===== src/rtl/rom_port_arbiter_if.sv =====
// ROM port arbiter bus: fetch and load request/grant/data
// channels plus the shared ROM address/data pair.
interface rom_port_arbiter_if #(
    parameter int ADDR_W = 16,
    parameter int DATA_W = 16
);
    logic              FetchReq;
    logic [ADDR_W-1:0] FetchAddr;
    logic              FetchGnt;
    logic              FetchValid;
    logic [DATA_W-1:0] FetchData;
    logic              LoadReq;
    logic [ADDR_W-1:0] LoadAddr;
    logic              LoadGnt;
    logic              LoadValid;
    logic [DATA_W-1:0] LoadData;
    logic [ADDR_W-1:0] RomAddress;
    logic [DATA_W-1:0] RomData;
    logic              Busy;

    modport slave (
        input  FetchReq, FetchAddr, LoadReq, LoadAddr, RomData,
        output FetchGnt, FetchValid, FetchData,
        output LoadGnt, LoadValid, LoadData, RomAddress, Busy
    );

    modport master (
        output FetchReq, FetchAddr, LoadReq, LoadAddr, RomData,
        input  FetchGnt, FetchValid, FetchData,
        input  LoadGnt, LoadValid, LoadData, RomAddress, Busy
    );
endinterface


===== src/rtl/rom_port_arbiter.sv =====
// Shares one ROM port between fetch and load with a fixed wait count.
// Optional macro ROM_ARB_ROUND_ROBIN_EN: round-robin instead of load-first.
module rom_port_arbiter #(
    parameter int ADDR_W      = 16,
    parameter int DATA_W      = 16,
    parameter int WAIT_CYCLES = 0,
    parameter int CNT_W       = 4
) (
    input  logic               Clk,
    input  logic               ResetN,
    rom_port_arbiter_if.slave  bus
);
    typedef enum logic { IDLE, ACCESS } state_t;
    typedef enum logic { FETCH, LOAD } owner_t;

    state_t            state_q;
    owner_t            owner_q;
    logic [CNT_W-1:0]  cnt_q;
    logic [ADDR_W-1:0] rom_addr_q, rom_addr_d;
    logic [DATA_W-1:0] fdata_q, ldata_q;
    logic              fvalid_q, lvalid_q;
    logic              accept;
    logic              win_load;
    logic              fetch_gnt, load_gnt, any_gnt;

`ifdef ROM_ARB_ROUND_ROBIN_EN
    owner_t            last_q;
`endif

    // Accept when idle or on the completion cycle of the current access
    always_comb begin
        accept = (state_q == IDLE) || (cnt_q == '0);
`ifdef ROM_ARB_ROUND_ROBIN_EN
        if (bus.FetchReq && bus.LoadReq)
            win_load = (last_q == FETCH);
        else
            win_load = bus.LoadReq;
`else
        win_load = bus.LoadReq;
`endif
        fetch_gnt  = accept && bus.FetchReq && !win_load;
        load_gnt   = accept && bus.LoadReq && win_load;
        any_gnt    = fetch_gnt || load_gnt;
        rom_addr_d = win_load ? bus.LoadAddr : bus.FetchAddr;
    end

    // Access sequencer: wait count, capture into owner's register, re-accept
    always_ff @(posedge Clk or negedge ResetN) begin
        if (!ResetN) begin
            state_q    <= IDLE;
            owner_q    <= FETCH;
            cnt_q      <= '0;
            rom_addr_q <= '0;
            fdata_q    <= '0;
            ldata_q    <= '0;
            fvalid_q   <= 1'b0;
            lvalid_q   <= 1'b0;
`ifdef ROM_ARB_ROUND_ROBIN_EN
            last_q     <= FETCH;
`endif
        end else begin
            fvalid_q <= 1'b0;
            lvalid_q <= 1'b0;
            if (state_q == ACCESS) begin
                if (cnt_q != '0) begin
                    cnt_q <= cnt_q - CNT_W'(1);
                end else begin
                    if (owner_q == LOAD) begin
                        ldata_q  <= bus.RomData;
                        lvalid_q <= 1'b1;
                    end else begin
                        fdata_q  <= bus.RomData;
                        fvalid_q <= 1'b1;
                    end
                    state_q <= IDLE;
                end
            end
            if (any_gnt) begin
                rom_addr_q <= rom_addr_d;
                owner_q    <= load_gnt ? LOAD : FETCH;
                cnt_q      <= CNT_W'(WAIT_CYCLES);
                state_q    <= ACCESS;
`ifdef ROM_ARB_ROUND_ROBIN_EN
                last_q     <= load_gnt ? LOAD : FETCH;
`endif
            end
        end
    end

    // Grants are forced low while reset is asserted
    assign bus.FetchGnt   = fetch_gnt && ResetN;
    assign bus.LoadGnt    = load_gnt && ResetN;
    assign bus.FetchValid = fvalid_q;
    assign bus.FetchData  = fdata_q;
    assign bus.LoadValid  = lvalid_q;
    assign bus.LoadData   = ldata_q;
    assign bus.RomAddress = rom_addr_q;
    assign bus.Busy       = (state_q == ACCESS);
endmodule

===== src/flat_wrapper.sv =====
// flat-port wrapper written by rule: the top's interface ports become plain ports
module rom_port_arbiter_flat 
#(
    parameter int ADDR_W      = 16,
    parameter int DATA_W      = 16,
    parameter int WAIT_CYCLES = 0,
    parameter int CNT_W       = 4
)
  (Clk, ResetN, bus_FetchReq, bus_FetchAddr, bus_LoadReq, bus_LoadAddr, bus_RomData, bus_FetchGnt, bus_FetchValid, bus_FetchData, bus_LoadGnt, bus_LoadValid, bus_LoadData, bus_RomAddress, bus_Busy);
  rom_port_arbiter_if #(.ADDR_W(ADDR_W), .DATA_W(DATA_W)) bus_i ();
  input  logic Clk;
  input  logic ResetN;
  input wire logic [$bits(bus_i.FetchReq)-1:0] bus_FetchReq;
  input wire logic [$bits(bus_i.FetchAddr)-1:0] bus_FetchAddr;
  input wire logic [$bits(bus_i.LoadReq)-1:0] bus_LoadReq;
  input wire logic [$bits(bus_i.LoadAddr)-1:0] bus_LoadAddr;
  input wire logic [$bits(bus_i.RomData)-1:0] bus_RomData;
  output wire logic [$bits(bus_i.FetchGnt)-1:0] bus_FetchGnt;
  output wire logic [$bits(bus_i.FetchValid)-1:0] bus_FetchValid;
  output wire logic [$bits(bus_i.FetchData)-1:0] bus_FetchData;
  output wire logic [$bits(bus_i.LoadGnt)-1:0] bus_LoadGnt;
  output wire logic [$bits(bus_i.LoadValid)-1:0] bus_LoadValid;
  output wire logic [$bits(bus_i.LoadData)-1:0] bus_LoadData;
  output wire logic [$bits(bus_i.RomAddress)-1:0] bus_RomAddress;
  output wire logic [$bits(bus_i.Busy)-1:0] bus_Busy;
  assign bus_i.FetchReq = bus_FetchReq;
  assign bus_i.FetchAddr = bus_FetchAddr;
  assign bus_i.LoadReq = bus_LoadReq;
  assign bus_i.LoadAddr = bus_LoadAddr;
  assign bus_i.RomData = bus_RomData;
  assign bus_FetchGnt = bus_i.FetchGnt;
  assign bus_FetchValid = bus_i.FetchValid;
  assign bus_FetchData = bus_i.FetchData;
  assign bus_LoadGnt = bus_i.LoadGnt;
  assign bus_LoadValid = bus_i.LoadValid;
  assign bus_LoadData = bus_i.LoadData;
  assign bus_RomAddress = bus_i.RomAddress;
  assign bus_Busy = bus_i.Busy;
  rom_port_arbiter #(.ADDR_W(ADDR_W), .DATA_W(DATA_W), .WAIT_CYCLES(WAIT_CYCLES), .CNT_W(CNT_W)) u_core (.Clk(Clk), .ResetN(ResetN), .bus(bus_i));
endmodule

===== config.mk =====
export PLATFORM = sky130hd
export DESIGN_NAME = rom_port_arbiter_flat
export DESIGN_NICKNAME = d
export VERILOG_FILES = /design/src/rtl/rom_port_arbiter_if.sv /design/src/rtl/rom_port_arbiter.sv /design/src/flat_wrapper.sv
export SDC_FILE = /design/constraint.sdc
export NUM_CORES = 1
export LEC_CHECK = 0
export CAP_MARGIN = 20
export CORE_UTILIZATION = 43
export CTS_BUF_LIST = sky130_fd_sc_hd__clkbuf_4 sky130_fd_sc_hd__clkbuf_8
export DETAILED_ROUTE_END_ITERATION = 8
export GPL_TIMING_DRIVEN = 1
export PLACE_DENSITY = 0.81
export SKIP_CTS_REPAIR_TIMING = 1
export SLEW_MARGIN = 20
export SYNTH_ARGS = -nofsm -noshare
export SYNTH_HDL_FRONTEND = slang
export SYNTH_SLANG_ARGS = --single-unit

===== constraint.sdc =====
create_clock -name Clk -period 2.05 [get_ports Clk]
set_input_delay 0.41 -clock Clk [delete_from_list [all_inputs] [get_ports Clk]]
set_output_delay 0.41 -clock Clk [all_outputs]
set_load 0.02 [all_outputs]

==> flow_summary.json, run 1 <==
{
  "root_buffer": "clkbuf_8",
  "cts_tree": "yes",
  "synthFlopType": "dfrtp_1",
  "worstPathMaxFanout": 3,
  "synthDominantCellAreaShare_pct": 57.9,
  "max_cap_viol_count": 0,
  "antenna_found_initial": 0,
  "vias_per_cell": 4.82,
  "drt-total-wl_mm": 5.35,
  "critical_path.endpoint_type": "primary output",
  "coreArea_um2": 5270,
  "drc_errors": 0,
  "final_layout_size_suffix_gt1_share_pct": 36.0,
  "yosys_warnings": 0,
  "syn_inst": 157,
  "avgSynthCellArea_um2": 15.4,
  "vias": 1700,
  "die_x_um": 77.0,
  "async_reset_ff_share_pct": 100,
  "rr_worst_depth": 7,
  "worst-r2r-setup-slack_ns": 0.11,
  "grtUsageTotal_pct": 18.6,
  "placed_area_um2": 3650,
  "fin_crit_sh_pct": 96.7,
  "synth_most_common_cell": "dfrtp_1",
  "start_util_pct": 45.9,
  "status": "complete, no violations",
  "p_switching_w": 0.000795,
  "cts_max_path_buffers": 2,
  "swShare_pct": 27.5,
  "cts.sinks": 56,
  "fin_skew_ns": 0.00756,
  "period_minus_slack_ns": 1.98,
  "startpoint_type": "flip-flop",
  "grt_pass1_vias": 1765,
  "grt_overflow": 0,
  "ys_types": 28,
  "p_comb_share_pct": 29.6,
  "area_growth_pct": 56.8,
  "p_seq_share_pct": 45.5,
  "path_class": "reg -> out",
  "n_fill_cell": 395,
  "hold_viol": 0,
  "synth_nets": 211,
  "reg2reg_from": "u_core.cnt_q[1]",
  "grt_pass1_wl_mm": 8.58,
  "worstSetupStartpoint": "u_core.cnt_q[1]",
  "die-area_um2": 5930,
  "max_stage_delay_ns": 0.41,
  "dp_hpwl_mm": 3.91,
  "hold_class": "in -> async",
  "synth.largest_area_cell": "dfrtp_1",
  "max_freq_mhz": 504,
  "p_clk_share_pct": 24.9,
  "crit_chain": "inv_2 -> ha_2 -> nand2b_4 -> o21ai_2 -> and4b_1 -> buf_4",
  "wire_per_inst_um": 15.2,
  "numCtsBuffers": 5,
  "slew_headroom_pct": 56.8,
  "yosysSeqAreaShare_pct": 57.9,
  "synth_commonest_cells": "dfrtp_1, mux2_2, mux2_4",
  "worstPathRequired_ns": 1.64,
  "p_leak_nw": 1.62,
  "grt_max_degree": 53,
  "io_pins": 105,
  "drt_iter0_markers": 58,
  "antenna_cells": 0,
  "ant_nets": 0,
  "synth_edf_count": 0,
  "gp_congestion": 0.796,
  "fp.dieH_um": 77.0,
  "clk_pin_slew_worst_paths_ns": 0.10,
  "synth_seq_cells": 56,
  "nNetsFinal": 336,
  "rr_endpoint": "u_core.bus.RomAddress[0]",
  "internal-power_w": 0.00210,
  "setup_viol": 0,
  "netlist_area_um2": 2420,
  "port_buffers": 104,
  "slew_viol_final": 0,
  "slowest_stage": "dfrtp_1",
  "row_count": 26,
  "yosys-top-cells-area": "dfrtp_1, mux2_2, mux2_4",
  "tightestPinTransition_ns": 0.648,
  "ir_drop_mv": 0.531,
  "power_density_nw_per_um2": 762,
  "htreeDepth": 2,
  "arrival_ns": 1.57,
  "stdcell_area_um2": 3800,
  "fin_total_pwr_w": 0.00289,
  "firstDrtPassIters": 4,
  "clock_latency_ns": 0.31
}
[power by group through the flow]
stage / clock, W / sequential (W) / combinational (W)
2_1_floorplan: 0 / 0.00151 / 0.000226
3_3_place_gp: 0 / 0.00133 / 0.000855
3_5_place_dp: 0 / 0.00134 / 0.000865
4_1_cts: 0.000735 / 0.00132 / 0.000867
5_1_grt: 0.000781 / 0.00133 / 0.000900
6_report: 0.000721 / 0.00132 / 0.000856
[worst max path at each step]
| stage | to | slack (ns) |
|---|---|---|
| 6_report | bus_FetchGnt | 0.07 |
| 3_5_place_dp | bus_FetchGnt | -0.18 |
| 5_1_grt | bus_FetchGnt | -0.03 |
| 4_1_cts | bus_FetchGnt | -0.54 |
| 2_1_floorplan | bus_FetchGnt | 0.13 |
| 3_3_place_gp | bus_FetchGnt | -0.11 |
[layout make-up]
| class | count | area, um2 | area share, % |
|---|---|---|---|
| inverters | 4 | 15.0 | 0.395 |
| repair buffers | 124 | 1210 | 31.8 |
| well taps | 70 | 87.6 | 2.31 |
| clock inverters | 3 | 42.5 | 1.12 |
| flip-flops and latches | 56 | 1400 | 36.9 |
| multi-input cells | 91 | 976 | 25.7 |
| clock buffers | 5 | 68.8 | 1.81 |
[sequential cells by signal (all words and copies together) (netlist names)]
signal / flops
u_core.cnt_q: 4
u_core.bus.Busy: 1
u_core.bus.LoadData: 16
u_core.bus.LoadValid: 1
u_core.owner_q: 1
u_core.bus.RomAddress: 16
u_core.bus.FetchData: 16
u_core.bus.FetchValid: 1
[cells by family after synthesis]
family	share of synthesized area, %
AO/OA/AOI/OAI	1.86
adder cells (fa/ha/maj)	1.03
buffers and inverters	2.38
flip-flops	57.9
multiplexers	32.0
AND/OR/NAND/NOR	4.86
[through the flow]
step                      utilization, %  std cells  hold slack [ns]  setup TNS [ns]  setup slack (ns)
after detailed placement            69.3        342            0.242          -0.321            -0.179
after global routing                72.1        353            0.450         -0.0513           -0.0296
final                               72.1        353            0.453               0            0.0678
after CTS                           71.5        350           -0.101           -1.04            -0.538
after global placement              69.3        342            0.241          -0.192            -0.114
after floorplan                        -        157            0.114               0             0.132
[critical path: cells and delay by family (launching register included)]
kind                     cells  cell delay [ns]
flip-flops                   1             0.41
buffers and inverters        2             0.20
AND/OR/NAND/NOR              2             0.26
adder cells (fa/ha/maj)      1             0.20
AO/OA/AOI/OAI                1             0.18
[cell usage in the layout, fill, tap and decap left out, drive strengths merged, types with 2 or more instances in the layout]
| master | synthesis | final |
|---|---|---|
| nor2 | 3 | 3 |
| clkdlybuf4s50 | 0 | 101 |
| clkbuf | 1 | 6 |
| o21ai | 4 | 4 |
| dfrtp | 56 | 56 |
| mux2i | 2 | 2 |
| inv | 4 | 4 |
| ha | 2 | 2 |
| buf | 5 | 21 |
| nand2 | 3 | 3 |
| mux2 | 64 | 64 |
[layer usage]
metal  global-route usage (%)  vias up  routed length, um
met5                        0        -                  0
met4                     6.23        0                 81
met3                     6.79        8                419
met2                     32.5       60               2660
met1                     20.9      826               2190
li1                         -      806                  -
(Power assumes the default switching activity.)
==> run 2: changes to the inputs <==
--- a/config.mk
+++ b/config.mk
@@ -8,6 +8,7 @@
 export CAP_MARGIN = 20
 export CORE_UTILIZATION = 43
 export CTS_BUF_LIST = sky130_fd_sc_hd__clkbuf_4 sky130_fd_sc_hd__clkbuf_8
+export CTS_CLUSTER_SIZE = 28
 export DETAILED_ROUTE_END_ITERATION = 8
 export GPL_TIMING_DRIVEN = 1
 export PLACE_DENSITY = 0.81
==> results of run 2 <==
Same layout as run 1: the final DEF is identical, and so are final timing and power.
==> run 3: changes to the inputs <==
--- a/config.mk
+++ b/config.mk
@@ -11,7 +11,7 @@
 export CTS_CLUSTER_SIZE = 28
 export DETAILED_ROUTE_END_ITERATION = 8
 export GPL_TIMING_DRIVEN = 1
-export PLACE_DENSITY = 0.81
+export PLACE_DENSITY = 0.9
 export SKIP_CTS_REPAIR_TIMING = 1
 export SLEW_MARGIN = 20
 export SYNTH_ARGS = -nofsm -noshare
==> run 3 against run 2 <==
  * Sequential power is essentially flat
  * Flip-flop and latch count is the same
  * Combinational power grew 0.7%
  * Sequential share of layout area grew 0.36 points
  * Critical path type unchanged
  * Highest routed layer unchanged
  * Core utilization shrank 0.69 points
  * Power shrank 2.8%
  * Non-clock buffer count shrank 2
==> flow_summary.json, run 3 (synthesis results as in run 1) <==
{
  "status": "complete, no violations",
  "start_util_pct": 45.9,
  "ir_drop_mv": 0.566,
  "final_layout_size_suffix_gt1_share_pct": 34.9,
  "tightestPinTransition_ns": 0.656,
  "cts_max_path_buffers": 2,
  "final_cell_mix": "clkdlybuf4s50_1, dfrtp_1, mux2_2",
  "vias": 1727,
  "max_cap_viol_count": 0,
  "p_leak_nw": 1.60,
  "max_freq_mhz": 504,
  "period_minus_slack_ns": 1.99,
  "path_class": "reg -> out",
  "grt_pass1_vias": 1948,
  "fin_skew_ns": 0.0115,
  "die_x_um": 77.0,
  "tns_ns": 0,
  "grt_pass1_wl_mm": 9.29,
  "ant_nets": 0,
  "root_buffer": "clkbuf_8",
  "worstPathMaxFanout": 3,
  "power_density_nw_per_um2": 748,
  "fp.dieH_um": 77.0,
  "wire_per_inst_um": 16.2,
  "clock_latency_ns": 0.30,
  "fin_total_pwr_w": 0.00281,
  "port_buffers": 104,
  "numCtsBuffers": 5,
  "startpoint_type": "flip-flop",
  "n_fill_cell": 389,
  "worstPathRequired_ns": 1.64,
  "grt_max_degree": 53,
  "grtUsageTotal_pct": 20.0,
  "drt_iter0_markers": 34,
  "slew_viol_final": 0,
  "hold_class": "in -> async",
  "cts.sinks": 56,
  "drt-total-wl_mm": 5.70,
  "setup_viol": 0,
  "critical_path.endpoint_type": "primary output",
  "fin_crit_sh_pct": 96.8,
  "worst-r2r-setup-slack_ns": 0.13,
  "nNetsFinal": 334,
  "slew_headroom_pct": 56.3,
  "die-area_um2": 5930,
  "drc_errors": 0,
  "area_growth_pct": 55.3,
  "coreArea_um2": 5270,
  "io_pins": 105,
  "clk_pin_slew_worst_paths_ns": 0.10,
  "arrival_ns": 1.58,
  "cts_tree": "yes",
  "hold_viol": 0,
  "final_common_cell": "clkdlybuf4s50_1",
  "vias_per_cell": 4.92,
  "postLayoutCoreUtil_pct": 71.4,
  "gp_congestion": 0.798,
  "firstDrtPassIters": 4,
  "antenna_found_initial": 0,
  "row_count": 26,
  "htreeDepth": 2,
  "grt_overflow": 0,
  "antenna_cells": 0,
  "dp_hpwl_mm": 4.25
}
run 3: cell types whose count changed in the layout (fill, tap and decap cells not counted):
| cell | previous run | this run |
|---|---|---|
| buf_4 | 18 | 16 |
| bufinv_16 | 1 | 0 |
| clkbuf_8 | 5 | 6 |
| clkinv_2 | 1 | 0 |
| clkinvlp_4 | 1 | 2 |
| inv_1 | 2 | 3 |
| inv_2 | 2 | 1 |
| nand2b_1 | 0 | 1 |
| nand2b_4 | 1 | 0 |
run 3: per-layer routing:
metal | up-vias | global-route usage [%] | share of wire (%)
met1 | 870 | 23.9 | 41
li1 | 806 | - | -
met2 | 43 | 36.1 | 54
met3 | 8 | 4.29 | 3.9
met4 | 0 | 5.66 | 1.7
met5 | - | 0 | 0
run 3: final timing paths:
check,start,endpoint,cells after the start
max,u_core.cnt_q[1],bus_LoadGnt,6
min,ResetN,u_core.bus.RomAddress[10],2
max reg2reg,u_core.cnt_q[1],u_core.bus.RomAddress[4],7
min reg2reg,u_core.bus.RomAddress[6],u_core.bus.RomAddress[6],1
max in group asynchronous,ResetN,u_core.bus.RomAddress[3],3
min in group Clk,u_core.bus.RomAddress[6],u_core.bus.RomAddress[6],1
run 3: report_power, final:
group / internal, W / total [W] / switching (W)
Sequential: 0.00124 / 0.00132 / 0.0000762
Clock: 0.000275 / 0.000632 / 0.000357
Combinational: 0.000495 / 0.000862 / 0.000367
Total: 0.00201 / 0.00281 / 0.000800
run 3: area by class of cell:
class,instances,area [um2],area share [%]
Clock buffer,6,82.6,2.20
Inverter,4,15.0,0.399
Tap cell,70,87.6,2.33
Multi-Input combinational cell,91,968,25.7
Timing Repair Buffer,122,1190,31.7
Clock inverter,2,15.0,0.399
Sequential cell,56,1400,37.3
run 3: metrics by stage:
stage,cell area (um2),cells,worst slack [ns],hold slack (ns)
6_report,3760,351,0.0646,0.470
5_1_grt,3760,351,-0.0312,0.471
4_1_cts,3740,349,-0.468,-0.0856
3_5_place_dp,3650,341,-0.144,0.243
3_3_place_gp,3650,341,-0.0683,0.242
2_1_floorplan,2420,157,0.132,0.114
run 3: worst max-delay path, stage by stage, from the launching register on:
cell	delay, ns
dfrtp_1	0.40
inv_1	0.09
ha_2	0.18
nand2b_1	0.09
o21ai_2	0.18
and3_1	0.18
clkbuf_2	0.17
